[src/rtl/fifo_ctrl_1k_pkg.sv]
// Shared sizing and types for the 1K x 16 FIFO controller.
// Holds depth, address/data/count widths and pointer/word types.
package fifo_pkg;

    localparam int DEPTH = 1024;
    localparam int AW    = 10;
    localparam int DW    = 16;
    localparam int CW    = 11;

    typedef logic [DW-1:0] word_t;
    // One extra bit over the RAM address so wrap is natural at 2047->0.
    typedef logic [AW:0]   ptr_t;

endpackage

[src/rtl/fifo_ctrl_1k_if.sv]
// Bus bundle for the FIFO controller: write/read handshakes, RAM port, count.
// slave = controller side, master = upstream/downstream/RAM side.
interface fifo_ctrl_1k_if;
    import fifo_pkg::*;

    logic          i_wr_valid;
    word_t         i_wr_data;
    logic          o_wr_ready;
    logic          o_rd_valid;
    word_t         o_rd_data;
    logic          i_rd_ready;
    logic          o_mem_w_en;
    logic [AW-1:0] o_mem_w_addr;
    word_t         o_mem_d_in;
    logic [AW-1:0] o_mem_r_addr;
    word_t         i_mem_d_out;
    logic [CW-1:0] o_count;

    modport slave (
        input  i_wr_valid, i_wr_data, i_rd_ready, i_mem_d_out,
        output o_wr_ready, o_rd_valid, o_rd_data,
        output o_mem_w_en, o_mem_w_addr, o_mem_d_in, o_mem_r_addr,
        output o_count
    );

    modport master (
        output i_wr_valid, i_wr_data, i_rd_ready, i_mem_d_out,
        input  o_wr_ready, o_rd_valid, o_rd_data,
        input  o_mem_w_en, o_mem_w_addr, o_mem_d_in, o_mem_r_addr,
        input  o_count
    );

endinterface

[src/rtl/fifo_ctrl_1k_out_buf.sv]
// Two-entry output buffer holding words returned from the RAM.
// Ports: clk, rst_n, push/din (RAM return), pop, head (oldest word), count.
module fifo_out_buf
    import fifo_pkg::*;
(
    input  logic       clk,
    input  logic       rst_n,
    input  logic       push,
    input  word_t      din,
    input  logic       pop,
    output word_t      head,
    output logic [1:0] count
);

    logic [1:0][DW-1:0] mem;
    logic               wp;
    logic               rp;

    always_ff @(posedge clk or negedge rst_n) begin
        if (!rst_n) begin
            mem   <= '0;
            wp    <= 1'b0;
            rp    <= 1'b0;
            count <= 2'd0;
        end else begin
            if (push) begin
                mem[wp] <= din;
                wp      <= ~wp;
            end
            if (pop) begin
                rp <= ~rp;
            end
            count <= count + {1'b0, push} - {1'b0, pop};
        end
    end

    assign head = mem[rp];

endmodule

[src/rtl/fifo_ctrl_1k.sv]
// First-word fall-through FIFO controller over an external 1K x 16 RAM.
// Ports: i_clk, i_rst_n (async, active low), bus (handshakes, RAM, count).
module fifo_ctrl_1k
    import fifo_pkg::*;
(
    input  logic           i_clk,
    input  logic           i_rst_n,
    fifo_ctrl_1k_if.slave  bus
);

    ptr_t          wr_ptr;
    ptr_t          rd_ptr;
    logic [CW-1:0] mem_cnt;
    logic          inflight;
    logic [1:0]    buf_cnt;
    logic          push;
    logic          pop;
    logic          issue;
    logic [2:0]    occ;

    // Ready depends only on registered state; gated low while in reset
    // so no write strobe reaches the RAM.
    assign bus.o_wr_ready = i_rst_n && (mem_cnt < CW'(DEPTH));
    assign bus.o_rd_valid = (buf_cnt != 2'd0);

    assign push = bus.i_wr_valid && bus.o_wr_ready;
    assign pop  = bus.o_rd_valid && bus.i_rd_ready;

    // Slots the buffer will hold after this edge, counting the word in
    // flight; pop only happens with buf_cnt >= 1 so this cannot underflow.
    assign occ   = {1'b0, buf_cnt} + {2'b0, inflight} - {2'b0, pop};
    assign issue = (mem_cnt != '0) && (occ < 3'd2);

    assign bus.o_mem_w_en   = push;
    assign bus.o_mem_w_addr = wr_ptr[AW-1:0];
    assign bus.o_mem_d_in   = bus.i_wr_data;
    assign bus.o_mem_r_addr = rd_ptr[AW-1:0];

    assign bus.o_count = mem_cnt + CW'(inflight) + CW'(buf_cnt);

    always_ff @(posedge i_clk or negedge i_rst_n) begin
        if (!i_rst_n) begin
            wr_ptr   <= '0;
            rd_ptr   <= '0;
            mem_cnt  <= '0;
            inflight <= 1'b0;
        end else begin
            wr_ptr   <= wr_ptr + ptr_t'(push);
            rd_ptr   <= rd_ptr + ptr_t'(issue);
            mem_cnt  <= mem_cnt + CW'(push) - CW'(issue);
            inflight <= issue;
        end
    end

    fifo_out_buf u_buf (
        .clk   (i_clk),
        .rst_n (i_rst_n),
        .push  (inflight),
        .din   (bus.i_mem_d_out),
        .pop   (pop),
        .head  (bus.o_rd_data),
        .count (buf_cnt)
    );

endmodule
[src/flat_wrapper.sv]
// flat-port wrapper written by rule: the top's interface ports become plain ports
module fifo_ctrl_1k_flat import fifo_pkg::*;
  (i_clk, i_rst_n, bus_i_wr_valid, bus_i_wr_data, bus_i_rd_ready, bus_i_mem_d_out, bus_o_wr_ready, bus_o_rd_valid, bus_o_rd_data, bus_o_mem_w_en, bus_o_mem_w_addr, bus_o_mem_d_in, bus_o_mem_r_addr, bus_o_count);
  fifo_ctrl_1k_if bus_i ();
  input  logic i_clk;
  input  logic i_rst_n;
  input wire logic [$bits(bus_i.i_wr_valid)-1:0] bus_i_wr_valid;
  input wire logic [$bits(bus_i.i_wr_data)-1:0] bus_i_wr_data;
  input wire logic [$bits(bus_i.i_rd_ready)-1:0] bus_i_rd_ready;
  input wire logic [$bits(bus_i.i_mem_d_out)-1:0] bus_i_mem_d_out;
  output wire logic [$bits(bus_i.o_wr_ready)-1:0] bus_o_wr_ready;
  output wire logic [$bits(bus_i.o_rd_valid)-1:0] bus_o_rd_valid;
  output wire logic [$bits(bus_i.o_rd_data)-1:0] bus_o_rd_data;
  output wire logic [$bits(bus_i.o_mem_w_en)-1:0] bus_o_mem_w_en;
  output wire logic [$bits(bus_i.o_mem_w_addr)-1:0] bus_o_mem_w_addr;
  output wire logic [$bits(bus_i.o_mem_d_in)-1:0] bus_o_mem_d_in;
  output wire logic [$bits(bus_i.o_mem_r_addr)-1:0] bus_o_mem_r_addr;
  output wire logic [$bits(bus_i.o_count)-1:0] bus_o_count;
  assign bus_i.i_wr_valid = bus_i_wr_valid;
  assign bus_i.i_wr_data = bus_i_wr_data;
  assign bus_i.i_rd_ready = bus_i_rd_ready;
  assign bus_i.i_mem_d_out = bus_i_mem_d_out;
  assign bus_o_wr_ready = bus_i.o_wr_ready;
  assign bus_o_rd_valid = bus_i.o_rd_valid;
  assign bus_o_rd_data = bus_i.o_rd_data;
  assign bus_o_mem_w_en = bus_i.o_mem_w_en;
  assign bus_o_mem_w_addr = bus_i.o_mem_w_addr;
  assign bus_o_mem_d_in = bus_i.o_mem_d_in;
  assign bus_o_mem_r_addr = bus_i.o_mem_r_addr;
  assign bus_o_count = bus_i.o_count;
  fifo_ctrl_1k u_core (.i_clk(i_clk), .i_rst_n(i_rst_n), .bus(bus_i));
endmodule
[config.mk]
export PLATFORM = sky130hd
export DESIGN_NAME = fifo_ctrl_1k_flat
export DESIGN_NICKNAME = d
export VERILOG_FILES = /design/src/rtl/fifo_ctrl_1k_pkg.sv /design/src/rtl/fifo_ctrl_1k_if.sv /design/src/rtl/fifo_ctrl_1k_out_buf.sv /design/src/rtl/fifo_ctrl_1k.sv /design/src/flat_wrapper.sv
export SDC_FILE = /design/constraint.sdc
export NUM_CORES = 1
export LEC_CHECK = 0
export ABC_AREA = 0
export CORE_UTILIZATION = 50
export DETAILED_ROUTE_END_ITERATION = 12
export GPL_TIMING_DRIVEN = 1
export PLACE_DENSITY = 0.88
export SYNTH_ARGS = -nofsm -noshare
export SYNTH_HDL_FRONTEND = slang
export SYNTH_SLANG_ARGS = --single-unit
[constraint.sdc]
create_clock -name i_clk -period 6.9 [get_ports i_clk]
set_input_delay 1.38 -clock i_clk [delete_from_list [all_inputs] [get_ports i_clk]]
set_output_delay 1.38 -clock i_clk [all_outputs]
set_load 0.02 [all_outputs]
[After elaboration in Yosys (flattened, before gate mapping)]
Cells that the tools add are included.
Cells by class
  add/sub/neg operators: 10
  magnitude comparators: 5
  mux-type cells: 5
  bitwise gates (word level): 2
  reductions and logical operators: 7
Operators with widths (number)
  $mux W16: 3
  $add A11 B1 Y11: 4
  $bwmux W32: 1
  $demux W16 S1: 1
  $add A11 B2 Y11: 1
  $lt A11 B11 Y1 const B: 1
  $reduce_bool A11 Y1: 1
  $sub A11 B1 Y11: 1
  $logic_and A1 B1 Y1: 5
  $lt A1 B2 Y1 const B: 2
  $add A2 B1 Y3: 1
  $lt A3 B2 Y1 const B: 1
  $sub A3 B1 Y3: 1
  $add A2 B1 Y2: 1
  $not A1 Y1: 2
  $reduce_bool A2 Y1: 1
  $sub A2 B1 Y2: 1
  $ge A1 B1 Y1 const B: 1
Word-level totals
  bits in registers: 70
  bits of input ports: 36
  output and inout port bits: 66
  logic and storage cells: 38

[Logic depth before layout (Yosys ltp)]
Gate-level depths: netlist of run 1.
  depth after elaboration: 6
  mapped depth: 19
  depth with buffers taken out: 19

[Modules after synthesis]
Synthesis of run 1 repeated with hierarchy kept, for this count alone.
Second synthesis, totals
  cell total of the unflattened synthesis: 303
  area total of the unflattened synthesis: 3721.1 µm²
Modules (own cells, without submodules)
  fifo_ctrl_1k: instances 1, cells an instance 204, area an instance 2107.0 µm², sequential area each 800.8 µm²
  fifo_out_buf: instances 1, cells an instance 99, area an instance 1614.0 µm², sequential area each 900.9 µm²

[Worst setup path after synthesis of run 1]
Ideal clock, no wire load.
  path type: input -> register
  from: input bus_i_rd_ready
  to: register u_core.mem_cnt[10]
  library setup time: 0.123 ns
  data arrival time: 4.284 ns
  required time: 6.777 ns
  path slack: 2.493 ns
  stages: 16
  path buffers: 0
  cells stage by stage: and2_1 -> ha_1 -> inv_1 -> ha_1 -> fa_1 -> nor3_1 -> ha_1 -> inv_1 -> ha_1 -> inv_1 -> fa_1 -> nor2b_1 -> o211ai_1 -> o21ai_0 -> o221a_2 -> xnor2_1
On the way
  longest elaborated chain between the ends: 5
Ends and longest elaborated chain
  start: declaration: line flat_wrapper.sv:9  | input wire logic [$bits(bus_i.i_rd_ready)-1:0] bus_i_rd_ready;
  $logic_and A1 B1 Y1: line fifo_ctrl_1k.sv:27  | assign pop = bus.o_rd_valid && bus.i_rd_ready;
  $sub A3 B1 Y3: line fifo_ctrl_1k.sv:31  | assign occ = {1'b0, buf_cnt} + {2'b0, inflight} - {2'b0, pop};
  net u_core.occ[1]: line fifo_ctrl_1k.sv:19  | logic [2:0] occ;
  $lt A3 B2 Y1: line fifo_ctrl_1k.sv:32  | assign issue = (mem_cnt != '0) && (occ < 3'd2);
  $logic_and A1 B1 Y1: line fifo_ctrl_1k.sv:32
  net u_core.issue: line fifo_ctrl_1k.sv:18  | logic issue;
  $sub A11 B1 Y11: line fifo_ctrl_1k.sv:50  | mem_cnt <= mem_cnt + CW'(push) - CW'(issue);
  end signal: assignment: line fifo_ctrl_1k.sv:50
  end: declaration: line fifo_ctrl_1k.sv:13  | logic [CW-1:0] mem_cnt;
The timed path passes the listed nets, and every way through them passes these cells.
A chain may end at the register's enable or synchronous reset.

[Worst setup path after layout of run 1]
  from: input bus_i_rd_ready
  to: register u_core.mem_cnt[10]
On the way
  longest elaborated chain between the ends: 5
Ends and longest elaborated chain
  $logic_and A1 B1 Y1: line fifo_ctrl_1k.sv:27
  net u_core.pop: line fifo_ctrl_1k.sv:17  | logic pop;
  $sub A3 B1 Y3: line fifo_ctrl_1k.sv:31
  $lt A3 B2 Y1: line fifo_ctrl_1k.sv:32
  $logic_and A1 B1 Y1: line fifo_ctrl_1k.sv:32
  net u_core.issue: line fifo_ctrl_1k.sv:18
  $sub A11 B1 Y11: line fifo_ctrl_1k.sv:50
The timed path passes the listed nets, and every way through them passes these cells.

==> results.md, run 1 <==
- Status: complete, no violations
- Cts bufs inserted: 9
- Drt pass-1 iters: 4
- Syn_nets: about 370
- H-tree depth: 3
- Vias in the first global route: roughly 2500
- Placed cells: roughly 450
- Post-synth cell types: 35
- FP Rows: 30
- IO Pins: 102
- Post-synthesis mux area share: 14.8%
- Routed len/inst: about 15 um
- Post-DP HPWL: between 5000 and 6000 um
- CTS tree: built
- DR iter-0 viols: 105
- Critical path fanouts, max: 3
- Worst Hold Class: flip-flop to flip-flop
- Initial Utilization: between 50% and 60%
- Clk pin slew, worst setup/hold paths: approximately 0.07 ns
- Via-per-instance ratio: around 5.0
- Core area: 6910 um2
- Most frequent cell after synthesis: dfrtp_1
- Cts hold-fix bufs: 0
- Max-cap viol count: 0
- Critical path, cell by cell: clkdlybuf4s50_1 > and2_1 > ha_1 > inv_1 > ha_1 > fa_1 > xnor2_1 > nor3_1 > ha_1 > inv_1 > ha_1 > inv_1 > fa_1 > nor2b_1 > o211ai_1 > o21ai_0 > o221a_2 > xnor2_1
- Setup bufs post-CTS: 0
- Setup TNS: 0 ns
- CP endpoint kind: flip-flop
- Max Slew Vio Count: 0
- Synth Area in Simple Gates: under 10%
- CP Buf/Inv Count: 4
- P per Cell Area: between 500 and 600 nW/um2
- Largest net degree at the start of global routing: a little under 70
- WL final: roughly 6900 um
- Post-route DRC: 0
- Compound-Gate Fraction of Synth Area: 3.46%
- Die Y: between 80 and 90 um
- Ys flop type: dfrtp_1
- Max Fclk: just over 200 MHz
- Die X: 87.5 um
- Mapped Cells: about 300
- Worst setup SP type: primary input
- Count of input and output buffers: between 60 and 70
- Leakage power: around 2 nW
- Clk buf depth: 2
- Pwr Total: ~2.6 mW
- Number of antenna violations at the first check in global routing: 0
- Slew at the pin with the worst max-slew slack: between 0.8 and 0.9 ns
- Final min period: around 4.8 ns
- Slowest stage cell, crit path: clkdlybuf4s50_1
- XOR/XNOR Fraction of Synth Area: a little under a tenth
- Area growth syn-to-layout: 23.9%
- Filler Cell Count: 556
- Worst-Skew Late Latency: 0.34 ns
- IR drop worst, VDD: ~0.47 mV
- Via count: between 2000 and 2500
- Synth Register Bits: about 70
- Post-Synth Adder-Cell Area: around an eighth
- Crit share post-route: a little over two thirds
- Avg Cell Area, Syn: 12.2 um2
- Number of synthesized flops with an enable pin: 0
- Critical Path AT: 5.09 ns
- Synth top area cells: dfrtp_1 47%, mux2_2 15%, ha_1 9.9%
- First-pass GRT wire length: between 10000 and 15000 um
- Die Area: 7650 um2
- Cell repeated most along the worst path: ha_1
- Worst path top cell family by delay: adder cells
- Max stage delay on crit path: about 0.42 ns
- Yosys top cell by area: dfrtp_1
- Final Skew: between 0.008 and 0.009 ns
- Post-route ant nets: 0
- Post-synth top area share: 46.6%
- Sequential fraction of the synthesis area: 46.6%
- Kind of critical path: primary input to flip-flop
- Critical Path RT: slightly above 7 ns
- Post-synthesis async set-or-reset flop share: 100%
- Finish-stage setup viols: 0
- TritonCTS Sinks: 68
- Diode count: 0
- Top cells by count, synth: 68 x dfrtp_1, 48 x mux2_2, 29 x ha_1
- Post-Syn Area: roughly 3700 um2
- Placer Congestion: ~0.85
- Max-slew headroom: around 44%
- Total track usage: 19.6%
- Hold Fails Final Rpt: 0
- Layout cells sized above 1: approximately a fifth
- Cts repair resizes: 0
- GRT Residual Overflow: 0
- CTS root buf: clkbuf_8
- Fin cells: ~460
- Final #Nets: 430
- RSZ-0062 raised after global routing: no
- FF-to-FF setup slack: around 2.8 ns
- Largest family of logic cells by synthesized area: multiplexers
- Ys Warns: 0
## per-stage QoR
step	setup WS [ns]	instance area (um2)	hold WS, ns	util [%]
after floorplan	2.49	3650	0.461	-
after global placement	1.88	4330	0.462	62.8
after detailed placement	1.71	4330	0.479	62.8
after CTS	2.07	4520	0.489	65.5
after global routing	1.87	4520	0.507	65.5
final	2.07	4520	0.477	65.5
## cells by family after synthesis
group           after synthesis
compound gates               15
xor+xnor                     38
fa+ha+maj                    33
buf+inv                      44
flops                        68
mux                          48
simple gates                 53
## placed cells by master (no fill, tap or decap), types with 2 or more instances in the layout
cell	Yosys	final
inv_1	24	24
ha_1	29	29
or3_1	2	2
dfrtp_1	68	68
a21oi_1	4	4
nor2b_1	2	2
buf_4	16	2
o21ai_0	2	2
nand3_1	15	15
xnor2_1	28	28
clkbuf_8	0	10
clkinv_2	0	3
clkdlybuf4s50_1	0	68
fa_1	4	4
nand4_1	2	2
xor2_1	10	10
mux2_2	48	48
and2_1	2	2
and3_1	7	7
nor2_1	10	10
nand2_1	7	7
## registers in the layout (all words and copies together), names as in the netlist
name and flops:
u_core.mem_cnt 11, u_core.wr_ptr 10, u_core.inflight 1, u_core.rd_ptr 10, u_core.u_buf.wp 1, u_core.u_buf.mem 32
u_core.u_buf.rp 1, u_core.u_buf.count 2
## layout make-up
type	instances	area [um2]	area share [%]
sequential	68	1700	37.6
clock buffer	10	138	3.04
tap	96	120	2.65
timing repair buffer	71	701	15.5
inverter	24	90.1	1.99
multi-input combinational	187	1720	38.1
clock inverter	5	52.6	1.16
## final timing paths
check | start | to | cells past startpoint
setup reg to reg | u_core.u_buf.count[1] | u_core.mem_cnt[10] | 19
setup / recovery | bus_i_rd_ready | u_core.mem_cnt[10] | 18
min in group asynchronous | i_rst_n | u_core.rd_ptr[4] | 2
hold reg to reg | u_core.rd_ptr[9] | u_core.rd_ptr[9] | 1
hold / removal | u_core.rd_ptr[9] | u_core.rd_ptr[9] | 1
max in group asynchronous | i_rst_n | u_core.mem_cnt[2] | 2
## per-layer routing
layer	share of wire, %	wire length (um)	vias to the layer above	GRT usage, %
met3	6.1	420	13	6.07
met2	47	3240	67	32.4
met1	45	3070	1129	24.2
met5	0	0	-	0
li1	-	-	1117	-
met4	1.9	128	0	7.45
## power by group
group	switching [mW]	internal, mW
Combinational	0.755	0.803
Sequential	0.166	0.592
Clock	0.143	0.173
Total	1.06	1.57
(Power assumes the default switching activity.)
==> run 2: changes to the inputs <==
--- a/config.mk
+++ b/config.mk
@@ -6,10 +6,10 @@
 export NUM_CORES = 1
 export LEC_CHECK = 0
 export ABC_AREA = 0
-export CORE_UTILIZATION = 50
+export CORE_UTILIZATION = 48
 export DETAILED_ROUTE_END_ITERATION = 12
 export GPL_TIMING_DRIVEN = 1
-export PLACE_DENSITY = 0.88
+export PLACE_DENSITY = 0.85
 export SYNTH_ARGS = -nofsm -noshare
 export SYNTH_HDL_FRONTEND = slang
 export SYNTH_SLANG_ARGS = --single-unit
==> constraint.sdc (replaced) <==
create_clock -name i_clk -period 4.88 [get_ports i_clk]
set_input_delay 0.976 -clock i_clk [delete_from_list [all_inputs] [get_ports i_clk]]
set_output_delay 0.976 -clock i_clk [all_outputs]
set_load 0.02 [all_outputs]
==> results.md, run 2 (synthesis results as in run 1) <==
- Filler Cell Count: ~600
- Max-cap viol count: 0
- Clk buf depth: 2
- Leakage power: just over 2 nW
- Placer Congestion: just over 0.8
- Initial Utilization: around 50%
- Clock Power Share: 12.1%
- GRT Residual Overflow: 0
- IR drop worst, VDD: around 0.45 mV
- Setup bufs post-CTS: 0
- Cts bufs inserted: 9
- Final Cell Area: 4540 um2
- Critical Path AT: between 4 and 5 ns
- Worst Hold Class: flip-flop to flip-flop
- Worst-Skew Late Latency: about 0.34 ns
- P_int: ~2.2 mW
- Die X: roughly 89 um
- RSZ-0062 raised after global routing: no
- Final #Nets: 431
- Worst setup SP type: primary input
- Max Slew Vio Count: 0
- Final min period: about 4.3 ns
- Max-slew headroom: a little over two fifths
- CTS root buf: clkbuf_8
- Finish-stage setup viols: 0
- Via-per-instance ratio: between 4 and 5
- Diode count: 0
- Largest Register: u_core.u_buf.mem
- Core area: approximately 7300 um2
- Routed len/inst: 14.6 um
- Layout cells sized above 1: just under 20%
- Sequential share of power: 28.5%
- Largest net degree at the start of global routing: between 60 and 70
- Switching Share: roughly two fifths
- Count of input and output buffers: slightly below 70
- Die Y: between 80 and 90 um
- TritonCTS Sinks: 68
- Critical Path RT: between 5 and 6 ns
- Clk pin slew, worst setup/hold paths: approximately 0.07 ns
- Cts hold-fix bufs: 0
- Post-DP Area: ~4300 um2
- Crit share post-route: around 87%
- Pwr Total: ~3.8 mW
- Setup TNS: 0 ns
- Combinational power share: 59.3%
- Post-route ant nets: 0
- Final Skew: 0.0139 ns
- IO Pins: ~100
- Vias in the first global route: 2361
- FP Rows: 31
- Most frequent cells in the layout: 68 x clkdlybuf4s50_1, 68 x dfrtp_1, 48 x mux2_2
- Critical path fanouts, max: 3
- Post-route DRC: 0
- Cts repair resizes: 0
- Status: complete, no violations
- Area growth syn-to-layout: 24.4%
- Switch Pwr: approximately 1.5 mW
- Max Fclk: ~230 MHz
- Total track usage: approximately 19%
- Number of antenna violations at the first check in global routing: 0
- Hold Fails Final Rpt: 0
- P per Cell Area: 828 nW/um2
- First-pass GRT wire length: ~11000 um
- Regs by FF count: u_core.u_buf.mem x32, u_core.mem_cnt x11
- Post-DP HPWL: 4940 um
- DR iter-0 viols: between 70 and 80
- WL final: between 6000 and 7000 um
- Kind of critical path: primary input to flip-flop
- Via count: 2317
- Die Area: 7960 um2
- Min Hold Slack: between 0.4 and 0.5 ns
- Number of flip-flops in the largest register: 32
- CTS tree: built
- CP endpoint kind: flip-flop
- Drt pass-1 iters: 4
- Slew at the pin with the worst max-slew slack: 0.843 ns
- Post-layout util: ~62%
- H-tree depth: 3
==> run 2: power by group through the flow <==
stage	registers (mW)	logic (mW)	clock network (mW)
2_1_floorplan	1.05	1.49	0
3_3_place_gp	1.07	2.18	0
3_5_place_dp	1.08	2.23	0
4_1_cts	1.07	2.25	0.467
5_1_grt	1.11	2.45	0.502
6_report	1.07	2.23	0.456
==> run 2: worst max-delay path, cell delays in order <==
cell and delay [ns]:
clkdlybuf4s50_1 0.39, and2_1 0.16, ha_1 0.28, inv_1 0.04, ha_1 0.18, fa_1 0.45, nor3_1 0.29, ha_1 0.29
inv_1 0.06, ha_1 0.15, inv_1 0.05, fa_1 0.40, nor2b_1 0.18, o211ai_1 0.09, o21ai_0 0.16, o221a_2 0.26
xnor2_1 0.11
==> run 2: layout make-up <==
type / instances / area, um2 / share of cell area, %
Multi-Input combinational cell: 187 / 1720 / 37.9
Sequential cell: 68 / 1700 / 37.5
Timing Repair Buffer: 72 / 708 / 15.6
Clock buffer: 13 / 149 / 3.28
Tap cell: 99 / 124 / 2.73
Inverter: 24 / 90.1 / 1.98
Clock inverter: 3 / 46.3 / 1.02
==> run 2: per-stage QoR <==
| step | std cells | setup slack, ns |
|---|---|---|
| final | 466 | 0.619 |
| after CTS | 466 | 0.624 |
| after detailed placement | 450 | 0.269 |
| after global routing | 466 | 0.434 |
| after floorplan | 299 | 0.877 |
| after global placement | 450 | 0.383 |
==> run 2: worst paths after layout <==
path,from,end,slack (ns),cells after the start
setup / recovery,bus_i_rd_ready,u_core.mem_cnt[10],0.62,17
hold / removal,u_core.wr_ptr[9],u_core.wr_ptr[9],0.49,1
setup reg to reg,u_core.u_buf.count[1],u_core.mem_cnt[10],0.99,18
hold reg to reg,u_core.wr_ptr[9],u_core.wr_ptr[9],0.49,1
max in group asynchronous,i_rst_n,u_core.wr_ptr[8],3.45,2
min in group asynchronous,i_rst_n,u_core.u_buf.mem[23],0.87,2
==> run 2: per-layer routing <==
layer	up-vias	routed length, um	GRT usage, %
li1	1119	-	-
met1	1143	3100	22.9
met2	47	3270	31.4
met3	8	381	6.09
met4	0	54	5.05
met5	-	0	0
==> patch 1 (config.mk and constraints of run 1) <==
`CW`: 11 -> 13.
--- a/src/rtl/fifo_ctrl_1k_pkg.sv
+++ b/src/rtl/fifo_ctrl_1k_pkg.sv
@@ -5,7 +5,7 @@
     localparam int DEPTH = 1024;
     localparam int AW    = 10;
     localparam int DW    = 16;
-    localparam int CW    = 11;
+    localparam int CW    = 13;
 
     typedef logic [DW-1:0] word_t;
     // One extra bit over the RAM address so wrap is natural at 2047->0.
Ports: changed (resized bus_o_count); port bits go from 102 to 104. The function was not compared with the original's and may differ.
==> patch 1 against run 1 <==
  * Synthesized area up 6.8%
  * Setup slack worse by 550 ps
  * Sequential cell count up 2
  * Cell area up 7.3%
  * Combinational power up 6%
  * Power up 7.9%
  * Largest power group unchanged
  * Count of clock-buffer cells in the layout up 1
  * Routed wire length up 11%
  * Register-to-register slack worse by 650 ps
==> patch 1: results (changes against run 1) <==
- Run status: completed
- The sequential cell area fraction in the yosys report came to 0.449 (-0.0166).
- Worst-Margin Slew: 857 ps (+10.0 ps)
- Sorting the synthesized cells by area gives the leading types as sky130_fd_sc_hd__dfrtp_1 45%, sky130_fd_sc_hd__ha_1 11%, sky130_fd_sc_hd__mux2_2 9.2%.
- The iteration count of the initial detailed-routing pass came to 4 (unchanged).
- Pin count of the biggest net entering global routing: 71 (+2.9%)
* Post-detailed-route wirelength per cell: 15.4 um (+3.8%)
- Worst hold slack after final layout: 476 ps (-1.27 ps)
- Largest vdd supply drop: 0.000504 V (+7.0%)
- The final RePlAce weighted congestion is 0.839 (-1.1%).
- Post-place instance area: 4610 um2 (+6.3%)
- By count the netlist is led by 70 x sky130_fd_sc_hd__dfrtp_1, 33 x sky130_fd_sc_hd__ha_1, 32 x sky130_fd_sc_hd__mux2_2.
* Placed cell count: 479 (+7.4%)
- Net count of the mapped netlist: 400 (+8.7%)
* Synthesized netlist cell count: 327 (+9.4%)
* Yosys cell types: 41 (+17%)
* Count of buffers inserted at the top-level ports: 71 (+2.9%)
- Count of vias placed by the detailed router: 2573 (+11%)
- The count of placed standard cells in the final layout, fillers left out is 495 (+7.4%).
- The share of layout cells above drive strength 1 is 0.141 (-0.0558).
- Vias in the first global route: 2772 (+12%)
- Clk slew on worst S/H paths: 70 ps (about the same)
- The data arrival time of the critical path came to 5610 ps (+520 ps).
- Layout net count: 464 (+7.9%)
- The leakage power was 0.00218 uW (+7.2%).
* 1st-iter DRT viols: 41 (-61%)
* Detailed placer's ending HPWL: 5580 um (+11%)
- The number of inserted diodes is 0 (unchanged).
* First-pass GRT wire length: 13100 um (+14%)
* Worst hold path type: reg2reg
* Critical Path Fanout Max: 6 (+3)
- The number of setup buffers added after CTS is 0 (unchanged).
- The worst clock skew came to 5.01 ps (-3.72 ps).
- The total track usage was 0.205 (+0.00868).
- The worst reg-to-reg setup slack is 2190 ps (-650 ps).
- Registers with the most flip-flops: u_core.u_buf.mem: 32 flops, u_core.mem_cnt: 13 flops
## patch 1: area by class of cell
cell class | instances | area, um2
Clock buffer | 11 | 141
Clock inverter | 5 | 106
Fill cell | 577 | 2550
Inverter | 25 | 93.8
Multi-Input combinational cell | 212 | 1920
Sequential cell | 70 | 1750
Tap cell | 99 | 124
Timing Repair Buffer | 73 | 721
## patch 1: path summary, 6_finish.rpt
check / from / end / depth (start not counted)
worst max register to register: u_core.u_buf.count[1] / u_core.mem_cnt[12] / 17
max in group asynchronous: i_rst_n / u_core.rd_ptr[2] / 2
min in group asynchronous: i_rst_n / u_core.u_buf.mem[0] / 2
worst min register to register: u_core.rd_ptr[9] / u_core.rd_ptr[9] / 1
worst max-delay path: bus_i_rd_ready / u_core.mem_cnt[12] / 17
worst min-delay path: u_core.rd_ptr[9] / u_core.rd_ptr[9] / 1
## patch 1: through the flow
stage | worst slack [ps] | util
after floorplan | 1920 | -
after global placement | 1370 | 0.622
after detailed placement | 1240 | 0.622
after CTS | 1530 | 0.655
after global routing | 1360 | 0.655
final | 1520 | 0.655
## patch 1: cells by family after synthesis
group,synth area share
adder cells (fa/ha/maj),0.126
flip-flops,0.449
AND/OR/NAND/NOR,0.0912
XOR/XNOR,0.0921
multiplexers,0.139
buffers and inverters,0.0591
AO/OA/AOI/OAI,0.0430
## patch 1: report_power, final
group | leakage [uW] | internal [uW] | switching (uW)
sequential | 0.000849 | 603 | 168
combinational | 0.00121 | 826 | 835
clock | 0.000120 | 251 | 158
## patch 1: layer usage
metal,GRT usage,routed length [um],vias to the layer above
li1,-,-,1230
met1,0.261,3390,1265
met2,0.337,3730,62
met3,0.0438,315,16
met4,0.0927,201,0
met5,0,0,-
## patch 1: critical path: stages
cell                              delay [ps]
sky130_fd_sc_hd__clkdlybuf4s50_1         400
sky130_fd_sc_hd__and2_1                  160
sky130_fd_sc_hd__ha_1                    290
sky130_fd_sc_hd__inv_1                    50
sky130_fd_sc_hd__ha_1                    130
sky130_fd_sc_hd__inv_1                    50
sky130_fd_sc_hd__fa_1                    380
sky130_fd_sc_hd__xor2_1                  160
sky130_fd_sc_hd__a211oi_2                450
sky130_fd_sc_hd__xnor2_1                 160
sky130_fd_sc_hd__ha_1                    230
sky130_fd_sc_hd__fa_1                    430
sky130_fd_sc_hd__a211o_1                 310
sky130_fd_sc_hd__and3_4                  180
sky130_fd_sc_hd__o31a_1                  260
sky130_fd_sc_hd__o211a_1                 210
sky130_fd_sc_hd__a2111o_1                370
==> patch 2 (flow settings as in run 1) <==
Without the edit above. Make the reset (`i_rst_n` and `rst_n`) synchronous in 2 clocked blocks. Comments in the files are not updated.
--- a/src/rtl/fifo_ctrl_1k_out_buf.sv
+++ b/src/rtl/fifo_ctrl_1k_out_buf.sv
@@ -16,7 +16,7 @@
     logic               wp;
     logic               rp;
 
-    always_ff @(posedge clk or negedge rst_n) begin
+    always_ff @(posedge clk) begin
         if (!rst_n) begin
             mem   <= '0;
             wp    <= 1'b0;
--- a/src/rtl/fifo_ctrl_1k.sv
+++ b/src/rtl/fifo_ctrl_1k.sv
@@ -38,7 +38,7 @@
 
     assign bus.o_count = mem_cnt + CW'(inflight) + CW'(buf_cnt);
 
-    always_ff @(posedge i_clk or negedge i_rst_n) begin
+    always_ff @(posedge i_clk) begin
         if (!i_rst_n) begin
             wr_ptr   <= '0;
             rd_ptr   <= '0;
Behaviour: differs if i_rst_n is asserted again (counterexample within 4 cycles, from zero or initial values and one cycle with i_rst_n low); with i_rst_n held inactive, the same outputs for 10 cycles.
==> patch 2 against run 1 <==
  * Critical path depth down 1
  * Power decreased by 30%
  * Routed wire length increased by 10%
  * Setup slack lost 190 ps
  * Synthesized area is 1.3% higher
  * Cell area shrank 0.19%
  * Sequential cell count unchanged
  * Clock skew rose by 7.4 ps
==> patch 2: results (changes against run 1) <==
- Total area of multi-input combinational cells: 2050 um2 (+19%)
* Synthesized netlist cell count: 417 (+39%)
* 1st-iter DRT viols: 46 (-56%)
- Placed cell count: 550 (+23%)
- Counting instances in the post-synthesis netlist gives the leading cell types as 79 x sky130_fd_sc_hd__nand2_1, 68 x sky130_fd_sc_hd__dfxtp_1, 31 x sky130_fd_sc_hd__a21boi_0.
- The maximum count of clock buffers along a single path came to 2 (unchanged).
- The final net count is 534 (+24%).
* Portion of the post-synthesis area used by sequential elements: 0.368 (-0.0980)
- TritonCTS buffer count: 9 (unchanged)
- The net count of the mapped netlist was 486 (+32%).
* Detailed placer's ending HPWL: 5380 um (+7.0%)
- Most used flip-flop cell after synthesis: sky130_fd_sc_hd__dfxtp_1
- Switching power total: 746 uW (-30%)
- The deepest level of the CTS H-tree came to 3 (unchanged).
* Detailed-routed wire length on met3: 373 um (-11%)
- The largest net degree at the start of global routing is 73 (+5.8%).
* Run status: completed
- The peak supply drop came to 0.000260 V (-45%).
- The number of setup buffers added after CTS is 0 (unchanged).
* Reg2Reg Depth: 18 (-1)
* Hold Crit Depth: 2 (+1)
- The pre-CTS setup slack came to 1520 ps (-195 ps).
- Yosys synthesis warning count: 0 (unchanged)
- Total wire length: 7570 um (+10%)
- Worst hold path type: reg2reg
- Post-Layout Cell Count: 566 (+23%)
- Delay of the slowest critical-path stage: 460 ps (+40 ps)
* Total of fill cells in the finished design: 582 (+4.7%)
* Met1 routed wirelength after detailed routing: 3360 um (+9.7%)
* Clk_lat worst skew: 350 ps
- The per-cell via count in the routed design was 5.01 (-0.66%).
- Post-place instance area: 4320 um2 (-0.38%)
- The number of buffers inserted by port buffering is 69 (unchanged).
* Clock skew after layout: 16.1 ps (+7.35 ps)
- Initial antenna violation count: 0 (unchanged)
* Ranking of synthesized cells by area: sky130_fd_sc_hd__dfxtp_1 37%, sky130_fd_sc_hd__ha_1 9.8%, sky130_fd_sc_hd__nand2_1 8.0%
- Antenna diode count: 0 (unchanged)
- Max-Slew Margin vs Limit: 0.232 (-0.204)
- The number of global-route vias before repair came to 2833 (+15%).
* Total met2 wirelength after detailed routing: 3660 um (+13%)
- The global-route wire length before repair is 12700 um (+11%).
- The fraction of synthesis flops using an asynchronous set or reset pin came to 0 (-1.00).
- The final RePlAce weighted congestion came to 0.877 (+3.2%).
- Max stage delay cell, worst path: sky130_fd_sc_hd__fa_1
- Leakage: 0.00183 uW (-9.8%)
- The total track usage is 0.210 (+0.0138).
* Layout cells sized above 1: 0.0787 (-0.119)
- Largest delay contributor family on the critical path: adder cells
- Worst EP arrival: 5270 ps (+180 ps)
- Critical Path Fanout Max: 3 (unchanged)
- The post-cts resize count is 0 (unchanged).
* Top layer used by detailed routing: met4
patch 2: changes by cell type in the layout (fill, tap and decap cells not counted), moves of 4 or more:
cell / delta
sky130_fd_sc_hd__dfrtp_1: -68
sky130_fd_sc_hd__nor2_1: -6
sky130_fd_sc_hd__inv_1: +4
sky130_fd_sc_hd__nand2b_1: +5
sky130_fd_sc_hd__mux2_2: -32
sky130_fd_sc_hd__nor2b_1: +4
sky130_fd_sc_hd__dfxtp_1: +68
sky130_fd_sc_hd__a21boi_0: +31
sky130_fd_sc_hd__xor2_1: -7
sky130_fd_sc_hd__nand2_1: +72
sky130_fd_sc_hd__and2_1: +27
patch 2: metal layers:
metal | GRT usage | vias to the layer above
met5 | 0 | -
met3 | 0.0481 | 20
met4 | 0.0999 | 0
li1 | - | 1430
met2 | 0.360 | 60
met1 | 0.249 | 1327
patch 2: kinds of logic after synthesis:
group,after synthesis,share of synthesized area
simple gates,154,0.199
flops,68,0.368
buf+inv,60,0.0788
compound gates,51,0.102
fa+ha+maj,33,0.120
xor+xnor,32,0.0758
mux,19,0.0568
patch 2: worst register-to-register path, stage by stage (launching register included):
cell	delay, ps
sky130_fd_sc_hd__dfxtp_1	370
sky130_fd_sc_hd__inv_1	130
sky130_fd_sc_hd__nand2_1	80
sky130_fd_sc_hd__and2_1	180
sky130_fd_sc_hd__ha_1	270
sky130_fd_sc_hd__inv_1	40
sky130_fd_sc_hd__ha_1	190
sky130_fd_sc_hd__fa_1	460
sky130_fd_sc_hd__nor3_1	360
sky130_fd_sc_hd__ha_1	300
sky130_fd_sc_hd__inv_1	50
sky130_fd_sc_hd__ha_1	150
sky130_fd_sc_hd__inv_1	50
sky130_fd_sc_hd__fa_1	370
sky130_fd_sc_hd__nand2b_1	190
sky130_fd_sc_hd__a221o_1	330
sky130_fd_sc_hd__and2_1	190
sky130_fd_sc_hd__o21ai_1	180
sky130_fd_sc_hd__mux2i_1	210
patch 2: layout make-up:
class	count	area share
Multi-Input combinational cell	289	0.453
Sequential cell	68	0.301
Timing Repair Buffer	69	0.152
Clock buffer	9	0.0274
Tap cell	96	0.0266
Inverter	28	0.0233
Clock inverter	7	0.0163
patch 2: power groups by stage:
stage	Sequential, uW	Combinational, uW	Clock, uW
finish	555	963	327
detailed placement	562	961	0
floorplan	539	697	0
global route	567	1080	351
global placement	559	922	0
CTS	554	971	335
patch 2: path summary, 6_finish.rpt:
path | slack, ps | endpoint | startpoint
min reg2reg | 460 | u_core.u_buf.mem[30] | u_core.u_buf.mem[30]
max | 1890 | u_core.mem_cnt[8] | bus_i_rd_ready
max reg2reg | 2730 | u_core.mem_cnt[8] | u_core.u_buf.count[1]
min | 460 | u_core.u_buf.mem[30] | u_core.u_buf.mem[30]
